File: src/rtl/dmem_arbiter_pkg.sv
// ============================================================================
// Module   : dmem_arb_pkg
// Brief    : Shared types and constants for the data-memory arbiter.
// Revision : 1.0 - initial release
// ============================================================================
`default_nettype none

package dmem_arb_pkg;

  localparam int NUM_PORTS     = 2;
  localparam int DEF_DEPTH     = 32;
  localparam int DEF_WR_CYCLES = 2;

  typedef enum logic [1:0] {
    ST_IDLE   = 2'd0,
    ST_ACCESS = 2'd1,
    ST_RESP   = 2'd2
  } arb_state_e;

  typedef logic port_id_t;

  function automatic logic [NUM_PORTS-1:0] port_onehot(input port_id_t id);
    return id ? 2'b10 : 2'b01;
  endfunction

endpackage

`default_nettype wire

File: src/rtl/dmem_arbiter_if.sv
// ============================================================================
// Module   : dmem_arbiter_if
// Brief    : Requester ports 0/1 plus the memory-side strobes of the arbiter.
// Revision : 1.0 - initial release
// ============================================================================
`default_nettype none

interface dmem_arbiter_if #(
  parameter int ADDR_W = 64,
  parameter int DATA_W = 64
);

  logic              p0_req;
  logic              p0_we;
  logic [ADDR_W-1:0] p0_addr;
  logic [DATA_W-1:0] p0_wdata;
  logic              p0_gnt;
  logic              p0_rvalid;
  logic [DATA_W-1:0] p0_rdata;
  logic              p0_err;

  logic              p1_req;
  logic              p1_we;
  logic [ADDR_W-1:0] p1_addr;
  logic [DATA_W-1:0] p1_wdata;
  logic              p1_gnt;
  logic              p1_rvalid;
  logic [DATA_W-1:0] p1_rdata;
  logic              p1_err;

  logic [ADDR_W-1:0] mem_addr;
  logic [DATA_W-1:0] mem_wdata;
  logic              mem_write;
  logic              mem_read;
  logic [DATA_W-1:0] mem_rdata;

  // Requesters and the memory together form the environment side.
  modport master (
    output p0_req, p0_we, p0_addr, p0_wdata,
    output p1_req, p1_we, p1_addr, p1_wdata,
    output mem_rdata,
    input  p0_gnt, p0_rvalid, p0_rdata, p0_err,
    input  p1_gnt, p1_rvalid, p1_rdata, p1_err,
    input  mem_addr, mem_wdata, mem_write, mem_read
  );

  modport slave (
    input  p0_req, p0_we, p0_addr, p0_wdata,
    input  p1_req, p1_we, p1_addr, p1_wdata,
    input  mem_rdata,
    output p0_gnt, p0_rvalid, p0_rdata, p0_err,
    output p1_gnt, p1_rvalid, p1_rdata, p1_err,
    output mem_addr, mem_wdata, mem_write, mem_read
  );

endinterface

`default_nettype wire

File: src/rtl/dmem_rr_pick.sv
// ============================================================================
// Module   : dmem_rr_pick
// Brief    : Two-way request picker. Round-robin when DMEM_ARB_RR_EN is
//            defined, otherwise fixed priority with port 0 highest.
// Revision : 1.0 - initial release
// ============================================================================
`default_nettype none

module dmem_rr_pick
  import dmem_arb_pkg::*;
(
`ifdef DMEM_ARB_RR_EN
  input  logic                 clk,
  input  logic                 reset,
  input  logic                 advance,
`endif
  input  logic [NUM_PORTS-1:0] req,
  output logic [NUM_PORTS-1:0] gnt_oh,
  output port_id_t             win_id
);

`ifdef DMEM_ARB_RR_EN
  port_id_t ptr;

  // Pointer names the preferred port; it hands preference to the loser.
  always_ff @(posedge clk) begin
    if (reset) begin
      ptr <= 1'b0;
    end else if (advance) begin
      ptr <= ~win_id;
    end
  end

  always_comb begin
    win_id = 1'b0;
    if (&req) begin
      win_id = ptr;
    end else if (req[1]) begin
      win_id = 1'b1;
    end
  end
`else
  assign win_id = req[1] & ~req[0];
`endif

  assign gnt_oh = (|req) ? port_onehot(win_id) : '0;

endmodule

`default_nettype wire

File: src/rtl/dmem_arbiter.sv
// ============================================================================
// Module   : dmem_arbiter
// Brief    : Serialises two requesters onto the single-ported data memory.
//            Arbitration mode selected by macro DMEM_ARB_RR_EN.
// Revision : 1.0 - initial release
// ============================================================================
`default_nettype none

module dmem_arbiter
  import dmem_arb_pkg::*;
#(
  parameter int ADDR_W    = 64,
  parameter int DATA_W    = 64,
  parameter int DEPTH     = DEF_DEPTH,
  parameter int WR_CYCLES = DEF_WR_CYCLES
) (
  input logic           clk,
  input logic           reset,
  dmem_arbiter_if.slave bus
);

  localparam int               CNT_W   = (WR_CYCLES > 1) ? $clog2(WR_CYCLES) : 1;
  localparam logic [CNT_W-1:0] WR_LOAD = CNT_W'(WR_CYCLES - 1);

  localparam logic [1:0] IDLE   = 2'(ST_IDLE);
  localparam logic [1:0] ACCESS = 2'(ST_ACCESS);
  localparam logic [1:0] RESP   = 2'(ST_RESP);

  logic [1:0]           state;
  port_id_t             owner;
  logic                 we_l;
  logic                 oor_l;
  logic [ADDR_W-1:0]    addr_l;
  logic [DATA_W-1:0]    wdata_l;
  logic [CNT_W-1:0]     wcnt;

  logic                 gnt0, gnt1;
  logic                 rv0, rv1;
  logic                 err0, err1;
  logic [DATA_W-1:0]    rd0, rd1;

  logic [NUM_PORTS-1:0] req_vec;
  logic [NUM_PORTS-1:0] pick_oh;
  port_id_t             pick_id;
  logic                 take;
  logic                 sel_we;
  logic [ADDR_W-1:0]    sel_addr;
  logic [DATA_W-1:0]    sel_wdata;
  logic                 in_access;
  logic                 access_done;
  logic [DATA_W-1:0]    resp_data;

  assign req_vec = {bus.p1_req, bus.p0_req};
  assign take    = (state == IDLE) && (|req_vec);

  dmem_rr_pick u_pick (
`ifdef DMEM_ARB_RR_EN
    .clk     (clk),
    .reset   (reset),
    .advance (take),
`endif
    .req     (req_vec),
    .gnt_oh  (pick_oh),
    .win_id  (pick_id)
  );

  assign sel_we    = pick_id ? bus.p1_we    : bus.p0_we;
  assign sel_addr  = pick_id ? bus.p1_addr  : bus.p0_addr;
  assign sel_wdata = pick_id ? bus.p1_wdata : bus.p0_wdata;

  // Reads and out-of-range accesses take one cycle; writes run the counter out.
  assign in_access   = (state == ACCESS);
  assign access_done = in_access && (!we_l || oor_l || (wcnt == '0));
  assign resp_data   = (!we_l && !oor_l) ? bus.mem_rdata : '0;

  always_ff @(posedge clk) begin
    if (reset) begin
      state   <= IDLE;
      owner   <= 1'b0;
      we_l    <= 1'b0;
      oor_l   <= 1'b0;
      addr_l  <= '0;
      wdata_l <= '0;
      wcnt    <= '0;
      gnt0    <= 1'b0;
      gnt1    <= 1'b0;
      rv0     <= 1'b0;
      rv1     <= 1'b0;
      err0    <= 1'b0;
      err1    <= 1'b0;
      rd0     <= '0;
      rd1     <= '0;
    end else begin
      gnt0 <= 1'b0;
      gnt1 <= 1'b0;
      rv0  <= 1'b0;
      rv1  <= 1'b0;
      err0 <= 1'b0;
      err1 <= 1'b0;
      rd0  <= '0;
      rd1  <= '0;
      case (state)
        IDLE: begin
          if (take) begin
            state   <= ACCESS;
            owner   <= pick_id;
            we_l    <= sel_we;
            addr_l  <= sel_addr;
            wdata_l <= sel_wdata;
            oor_l   <= (sel_addr >= ADDR_W'(DEPTH));
            wcnt    <= WR_LOAD;
            gnt0    <= pick_oh[0];
            gnt1    <= pick_oh[1];
          end
        end
        ACCESS: begin
          if (access_done) begin
            state <= RESP;
            if (owner) begin
              rv1  <= 1'b1;
              rd1  <= resp_data;
              err1 <= oor_l;
            end else begin
              rv0  <= 1'b1;
              rd0  <= resp_data;
              err0 <= oor_l;
            end
          end else begin
            wcnt <= wcnt - CNT_W'(1);
          end
        end
        RESP: begin
          state <= IDLE;
        end
        default: begin
          state <= IDLE;
        end
      endcase
    end
  end

  assign bus.mem_read  = in_access && !we_l && !oor_l;
  assign bus.mem_write = in_access &&  we_l && !oor_l;
  assign bus.mem_addr  = in_access ? addr_l  : '0;
  assign bus.mem_wdata = in_access ? wdata_l : '0;

  assign bus.p0_gnt    = gnt0;
  assign bus.p1_gnt    = gnt1;
  assign bus.p0_rvalid = rv0;
  assign bus.p1_rvalid = rv1;
  assign bus.p0_rdata  = rd0;
  assign bus.p1_rdata  = rd1;
  assign bus.p0_err    = err0;
  assign bus.p1_err    = err1;

endmodule

`default_nettype wire

File: src/flat_wrapper.sv
// flat-port wrapper written by rule: the top's interface ports become plain ports
module dmem_arbiter_flat import dmem_arb_pkg::*;
#(
  parameter int ADDR_W    = 64,
  parameter int DATA_W    = 64,
  parameter int DEPTH     = DEF_DEPTH,
  parameter int WR_CYCLES = DEF_WR_CYCLES
)
  (clk, reset, bus_p0_req, bus_p0_we, bus_p0_addr, bus_p0_wdata, bus_p1_req, bus_p1_we, bus_p1_addr, bus_p1_wdata, bus_mem_rdata, bus_p0_gnt, bus_p0_rvalid, bus_p0_rdata, bus_p0_err, bus_p1_gnt, bus_p1_rvalid, bus_p1_rdata, bus_p1_err, bus_mem_addr, bus_mem_wdata, bus_mem_write, bus_mem_read);
  dmem_arbiter_if #(.ADDR_W(ADDR_W), .DATA_W(DATA_W)) bus_i ();
  input logic clk;
  input logic reset;
  input wire logic [$bits(bus_i.p0_req)-1:0] bus_p0_req;
  input wire logic [$bits(bus_i.p0_we)-1:0] bus_p0_we;
  input wire logic [$bits(bus_i.p0_addr)-1:0] bus_p0_addr;
  input wire logic [$bits(bus_i.p0_wdata)-1:0] bus_p0_wdata;
  input wire logic [$bits(bus_i.p1_req)-1:0] bus_p1_req;
  input wire logic [$bits(bus_i.p1_we)-1:0] bus_p1_we;
  input wire logic [$bits(bus_i.p1_addr)-1:0] bus_p1_addr;
  input wire logic [$bits(bus_i.p1_wdata)-1:0] bus_p1_wdata;
  input wire logic [$bits(bus_i.mem_rdata)-1:0] bus_mem_rdata;
  output wire logic [$bits(bus_i.p0_gnt)-1:0] bus_p0_gnt;
  output wire logic [$bits(bus_i.p0_rvalid)-1:0] bus_p0_rvalid;
  output wire logic [$bits(bus_i.p0_rdata)-1:0] bus_p0_rdata;
  output wire logic [$bits(bus_i.p0_err)-1:0] bus_p0_err;
  output wire logic [$bits(bus_i.p1_gnt)-1:0] bus_p1_gnt;
  output wire logic [$bits(bus_i.p1_rvalid)-1:0] bus_p1_rvalid;
  output wire logic [$bits(bus_i.p1_rdata)-1:0] bus_p1_rdata;
  output wire logic [$bits(bus_i.p1_err)-1:0] bus_p1_err;
  output wire logic [$bits(bus_i.mem_addr)-1:0] bus_mem_addr;
  output wire logic [$bits(bus_i.mem_wdata)-1:0] bus_mem_wdata;
  output wire logic [$bits(bus_i.mem_write)-1:0] bus_mem_write;
  output wire logic [$bits(bus_i.mem_read)-1:0] bus_mem_read;
  assign bus_i.p0_req = bus_p0_req;
  assign bus_i.p0_we = bus_p0_we;
  assign bus_i.p0_addr = bus_p0_addr;
  assign bus_i.p0_wdata = bus_p0_wdata;
  assign bus_i.p1_req = bus_p1_req;
  assign bus_i.p1_we = bus_p1_we;
  assign bus_i.p1_addr = bus_p1_addr;
  assign bus_i.p1_wdata = bus_p1_wdata;
  assign bus_i.mem_rdata = bus_mem_rdata;
  assign bus_p0_gnt = bus_i.p0_gnt;
  assign bus_p0_rvalid = bus_i.p0_rvalid;
  assign bus_p0_rdata = bus_i.p0_rdata;
  assign bus_p0_err = bus_i.p0_err;
  assign bus_p1_gnt = bus_i.p1_gnt;
  assign bus_p1_rvalid = bus_i.p1_rvalid;
  assign bus_p1_rdata = bus_i.p1_rdata;
  assign bus_p1_err = bus_i.p1_err;
  assign bus_mem_addr = bus_i.mem_addr;
  assign bus_mem_wdata = bus_i.mem_wdata;
  assign bus_mem_write = bus_i.mem_write;
  assign bus_mem_read = bus_i.mem_read;
  dmem_arbiter #(.ADDR_W(ADDR_W), .DATA_W(DATA_W), .DEPTH(DEPTH), .WR_CYCLES(WR_CYCLES)) u_core (.clk(clk), .reset(reset), .bus(bus_i));
endmodule
File: config.mk
export PLATFORM = sky130hd
export DESIGN_NAME = dmem_arbiter_flat
export DESIGN_NICKNAME = d
export VERILOG_FILES = /design/src/rtl/dmem_arbiter_pkg.sv /design/src/rtl/dmem_arbiter_if.sv /design/src/rtl/dmem_rr_pick.sv /design/src/rtl/dmem_arbiter.sv /design/src/flat_wrapper.sv
export SDC_FILE = /design/constraint.sdc
export NUM_CORES = 1
export LEC_CHECK = 0
export CORE_AREA = 4 4 225 227
export CTS_CLUSTER_DIAMETER = 50
export DETAILED_ROUTE_END_ITERATION = 10
export DIE_AREA = 0 0 229 231
export PLACE_DENSITY_LB_ADDON = 0.12
export SLEW_MARGIN = 20
export SYNTH_ARGS = -nofsm -noshare
export SYNTH_HDL_FRONTEND = slang
export SYNTH_SLANG_ARGS = --single-unit
File: constraint.sdc
create_clock -name clk -period 1.6 [get_ports clk]
set_input_delay 0.16 -clock clk [delete_from_list [all_inputs] [get_ports clk]]
set_output_delay 0.16 -clock clk [all_outputs]
set_load 0.01 [all_outputs]
==> out/results.ini, run 1 <==
[power]
fin_total_pwr_mw=21.47
p_seq_share_pct=34.4
sw_frac_of_total_pct=26.75
power_frac_comb_pct=23.3
p_leak_nw=10.77
power.net_switching_mw=5.744
clockPowerShare_pct=42.3
cellPowerDensity_nw_per_um2=977.5
vdd.ir_drop.worst_uv=563.9
p_int_mw=15.73

[timing]
rsz0062_at_grt=yes
fin_ws_ns=-0.5336
finClkSkew_ns=0.01204
maxSlewHeadroom_pct=60.39
fin_tns_setup_ns=-62.39
worstMarginPinSlew_ns=0.5887
post-route-period-util_pct=133.4
finalSetupViolCount=266
post-route-min-period_ns=2.134
final-hold-violation-count=0
fmax_mhz=468.7
slew_violations=0

[worst_setup_path]
critPathMaxStageDelay_ns=0.32
worst_r2r_path_depth=7
worstReg2RegStart=u_core.state[1]
worstPathArrival_ns=1.97
worstSetupPathType=reg2out
startpoint_type=flip-flop
worstSetupEndpointType=output port
r2r_slack_ns=-0.19
crit_chain=inv_2 > nor2_4 > buf_12 > buf_16 > buf_12 > buf_6 > buf_6 > buf_6 > and2_4 > buf_6
cp_slowest_cell=dfxtp_2
cp.required_ns=1.44
cpMostUsedCell=buf_6
cp_max_fo=8
r2r_end=u_core.bus.p1_rdata[18]

[yosys]
syn-cell-area_um2=10530
ys_seq_area_share_pct=50.95
syn_inst=1227
synth_cell_types=26
synth_fp_nets=1553
async_flop_share_pct=0
synthFlopType=dfxtp_1
syn_area_per_cell_um2=8.582
synth_edf_count=0
ys_ff_latch=268
ys.warnings.count=0

[layout]
syn_to_final_growth_pct=108.6
final_common_cell=clkdlybuf4s50_1
finish.utilization_pct=45.16
fill_cells=4734
final_cell_mix=385 x clkdlybuf4s50_1, 265 x dfxtp_1, 259 x nand2_1, 145 x buf_6, 133 x nor2_1
fin_cells=2636
finalNetCount=2301
drive_gt1_share_pct=28.65

[floorplan]
ios=590
die_w_um=229
start_util_pct=21.65
core_area_um2=48650
fp.dieH_um=231
rows=81
die_area_um2=52900

[clock_network]
path_clk_slew_ns=0.05
cts_sinks=268
cts_tree=built
clk_latency_ns=0.54
clock-root-buffer=clkbuf_16
cts_buffer_depth=3
htree_levels=2
numCtsBuffers=43

[route]
firstDrtPassIters=5
drc=0
vias=12110
wl_per_cell_um=21.83
ant_nets=0
drt_iter0_drc=585
vias_per_cell=4.593
routed_wl_mm=57.54

[placement]
place_inst=2445
place.gp.congestion=0.9018
hpwl_mm=40.28
place_ws_ns=-0.8410
portBuffers=589

[global_route]
grt_first_pass_wirelength_mm=78.80
grt_util_all_layers_pct=19.62
grt_max_degree=70
overflow=0
grt_antenna_before_repair=10
grt_pass1_vias=12050

[min_path]
hold_depth=3
hold_path.class=in2reg
whs_endpoint=u_core.state[1]
holdCritStartpoint=reset

[status]
violations=negative setup slack
status=finished with violations

[job]
drv_cap=0

==> cell families (layout without fill, tap and decap cells) <==
group	after synthesis	count (layout)	synth area share, %
other cells	0	7	0
flops	268	268	50.95
compound gates	141	142	11.67
simple gates	700	700	32.14
buf+inv	118	897	5.240
==> how the worst max path moves through the flow <==
| stage | from | cells after the start | slack (ns) | end |
|---|---|---|---|---|
| 2_1_floorplan | u_core.we_l | 6 | 0.14 | u_core.bus.p0_rdata[16] |
| 3_3_place_gp | bus_p0_addr[45] | 6 | -0.85 | u_core.oor_l |
| 3_5_place_dp | bus_p0_addr[45] | 6 | -0.84 | u_core.oor_l |
| 4_1_cts | u_core.state[0] | 10 | -0.64 | bus_mem_wdata[57] |
| 5_1_grt | u_core.state[0] | 10 | -0.60 | bus_mem_addr[47] |
| 6_report | u_core.state[0] | 10 | -0.53 | bus_mem_addr[47] |
==> metal layers <==
| layer | vias to the layer above | GRT usage, % | share of wire [%] |
|---|---|---|---|
| met5 | - | 0 | 0.094 |
| met4 | 8 | 7.037 | 3.7 |
| met3 | 114 | 7.774 | 8.7 |
| met2 | 492 | 33.19 | 47 |
| met1 | 5729 | 22.50 | 40 |
| li1 | 5765 | - | - |
==> state kept, by name, indices dropped and copies added, names as in the netlist, 2 cells and up <==
register / cells
u_core.addr_l: 64
u_core.bus.p0_rdata: 64
u_core.bus.p1_rdata: 64
u_core.wdata_l: 64
u_core.state: 2
==> critical path: cells and delay by family, from the launching register on <==
kind / cells / cell delay, ns
buffers and inverters: 8 / 0.91
DFF: 1 / 0.32
and+or+nand+nor: 2 / 0.19
==> stage by stage <==
stage | hold WS, ns | instance area [µm²]
4_1_cts | 0.1205 | 20520
3_3_place_gp | 0.3877 | 18080
5_1_grt | 0.05850 | 21960
3_5_place_dp | 0.3948 | 18080
2_1_floorplan | 0.3059 | 10530
6_report | 0.07930 | 21970
==> layout make-up <==
cell class	count	area (µm²)	area share [%]
inverter	2	7.507	0.03417
multi-input combinational	842	5114	23.28
timing repair buffer	818	9273	42.21
tap	622	778.2	3.543
antenna	7	17.52	0.07974
sequential	268	5369	24.44
clock buffer	58	1255	5.713
clock inverter	19	153.9	0.7006
==> cells in the mapped netlist, types with 2 or more instances <==
master	n	area (µm²)
a21oi_1	5	25.02
nor4_1	29	181.4
a311oi_1	128	1121
and3_1	129	807.0
inv_1	2	7.510
clkbuf_1	77	289.0
buf_1	7	26.28
nand2_1	260	975.9
nor2_1	136	510.5
nor2b_1	3	18.77
buf_2	21	105.1
and2_1	130	813.3
dfxtp_1	268	5365
nand4_1	6	37.54
nor3_1	4	20.02
a41oi_1	2	17.52
buf_6	11	123.9
==> timing repair <==
action | CTS | global route
buffers inserted | 45 | 38
hold endpoints to repair | 1 | 0
pin swaps | 23 | 112
gates cloned | 16 | 22
endpoints found under the setup margin | 347 | 460
hold buffers | 1 | 0
gates resized for setup | 692 | 296
==> power by group through the flow <==
| stage | combinational, mW | sequential [mW] | clock [mW] |
|---|---|---|---|
| finish | 5.00 | 7.39 | 9.08 |
| detailed placement | 3.77 | 7.49 | 0 |
| CTS | 4.30 | 7.37 | 9.31 |
| global placement | 3.76 | 7.48 | 0 |
| floorplan | 1.42 | 7.46 | 0 |
| global route | 5.35 | 7.43 | 9.57 |
No activity file was read; power rests on OpenSTA's default activity.
==> run 2, diff against run 1 <==
CORE_AREA = 4 4 229 231   (was 4 4 225 227)
DIE_AREA = 0 0 233 235   (was 0 0 229 231)
==> out/results.ini, run 2 (synthesized netlist as in run 1, its figures left out) <==
[floorplan]
core_area_um2=50070
rows=82
start_util_pct=21.03
ios=590
die_area_um2=54760
fp.dieH_um=235
die_w_um=233

[layout]
drive_gt1_share_pct=24.32
finish.utilization_pct=42.01
final_cell_mix=458 x clkdlybuf4s50_1, 265 x dfxtp_1, 259 x nand2_1, 134 x nor2_1, 128 x a311oi_1
fill_cells=5051
finalNetCount=2250
final_common_cell=clkdlybuf4s50_1
syn_to_final_growth_pct=99.73
design_area_um2=21030

[status]
violations=negative setup slack
status=finished with violations

[route]
firstDrtPassIters=5
ant_nets=0
vias=11530
routed_wl_mm=54.15
vias_per_cell=4.374
drc=0
drt_iter0_drc=435
wl_per_cell_um=20.54

[worst_setup_path]
worst-path-buf-inv=5
worstSetupPathType=reg2out
crit_chain=inv_2 > nor2_4 > buf_12 > buf_12 > buf_16 > and2_4 > buf_6
cp_max_fo=7
cp.required_ns=1.44
startpoint_type=flip-flop
cp_slowest_cell=dfxtp_2
cpMostUsedCell=buf_12
critPathMaxStageDelay_ns=0.33
worstPathArrival_ns=1.76
worstSetupEndpointType=output port
cpLargestDelayFamily=buffers and inverters

[timing]
rsz0062_at_grt=yes
post-route-min-period_ns=1.919
maxSlewHeadroom_pct=51.08
fmax_mhz=521.0
finClkSkew_ns=0.01795
worstMarginPinSlew_ns=0.7338
fin_ws_ns=-0.3194
final-hold-violation-count=0
slew_violations=0
finalSetupViolCount=269
holdWs_ns=0.08415
post-route-period-util_pct=120.0

[clock_network]
clk_latency_ns=0.55
htree_levels=2
numCtsBuffers=45
cts_buffer_depth=3
clock-root-buffer=clkbuf_16
cts_sinks=268
cts_tree=built
path_clk_slew_ns=0.04
holdBufCountCts=0

[global_route]
grt_pass1_vias=12140
grt_max_degree=136
grt_first_pass_wirelength_mm=79.45
overflow=0
grt_antenna_before_repair=12
grt_util_all_layers_pct=19.05

[power]
p_leak_nw=9.052
fin_total_pwr_mw=21.80
vdd.ir_drop.worst_uv=633.5
power.net_switching_mw=5.559
power_frac_comb_pct=19.2
p_seq_share_pct=33.9
p_int_mw=16.25
cellPowerDensity_nw_per_um2=1037
sw_frac_of_total_pct=25.49
clockPowerShare_pct=47.0

[min_path]
hold_path.class=in2reg

[placement]
hpwl_mm=40.52
portBuffers=589
place.gp.congestion=0.8687
dpl_cell_area_um2=18240

[job]
drv_cap=0

[run 2: cell types whose count changed in the layout (fill, tap and decap cells not counted), sizes merged]
cell,before,now
o21a,2,1
dlymetal6s2s,73,0
dlymetal6s4s,1,0
bufbuf,1,0
clkinv,12,4
clkbuf,76,63
clkinvlp,5,0
bufinv,1,6
buf,340,308
clkdlybuf4s50,385,458
inv,3,9
[run 2: final timing paths]
check	from	endpoint	slack (ns)	cells after the start
setup / recovery	u_core.state[0]	bus_mem_addr[14]	-0.32	7
hold / removal	reset	u_core.state[1]	0.08	4
setup reg to reg	u_core.state[1]	u_core.bus.p0_rdata[45]	-0.20	8
hold reg to reg	u_core.owner	u_core.owner	0.48	2
[run 2: metal layers]
layer  routed length, µm  vias to the layer above  global-route usage, %
met2               26730                      421                  33.20
met1               21170                     5349                  21.74
li1                    -                     5662                      -
met3                4974                       85                  7.231
met5                  93                        -                      0
met4                1182                       12                  5.216
[run 2: area by class of cell]
| class | count | area [µm²] | area share (%) |
|---|---|---|---|
| Antenna cell | 7 | 17.52 | 0.08329 |
| Clock buffer | 63 | 1316 | 6.259 |
| Clock inverter | 17 | 277.8 | 1.321 |
| Inverter | 2 | 7.507 | 0.03570 |
| Multi-Input combinational cell | 841 | 4908 | 23.34 |
| Sequential cell | 268 | 5371 | 25.54 |
| Tap cell | 672 | 840.8 | 3.998 |
| Timing Repair Buffer | 766 | 8292 | 39.43 |
[run 2: metrics by stage]
| stage | setup WS, ns | cells | TNS, ns |
|---|---|---|---|
| 5_1_grt | -0.4225 | 2633 | -80.52 |
| 3_5_place_dp | -0.4660 | 2495 | -72.97 |
| 3_3_place_gp | -0.4482 | 2495 | -71.16 |
| 6_report | -0.3194 | 2636 | -43.39 |
| 4_1_cts | -0.4251 | 2628 | -74.56 |
| 2_1_floorplan | 0.1373 | 1227 | 0 |
[run 2: what timing repair did]
item / 4_1_cts / 5_1_grt
pin swaps: 34 / 15
buffers inserted: 37 / 8
endpoints found under the setup margin: 364 / 509
gates resized for setup: 722 / 64
gates cloned: 19 / 0
[run 2: worst register-to-register path, cell delays in order (launching register included)]
cell,delay (ns)
dfxtp_2,0.33
buf_4,0.16
a2111oi_4,0.35
buf_4,0.18
and2b_4,0.21
buf_12,0.15
buf_12,0.11
buf_16,0.10
and3_1,0.14
[run 2: power groups by stage]
stage	clock (mW)	combinational [mW]	sequential [mW]
after floorplan	0	1.42	7.46
after global placement	0	3.78	7.48
after detailed placement	0	3.79	7.49
after CTS	10.5	4.20	7.38
after global routing	10.8	4.53	7.43
final	10.2	4.18	7.38
==> run 3, diff against run 2 <==
GPL_ROUTABILITY_DRIVEN = 0   (was not set)
==> results of run 3 <==
Same layout as run 2: the final DEF is identical, and so are final timing and power.
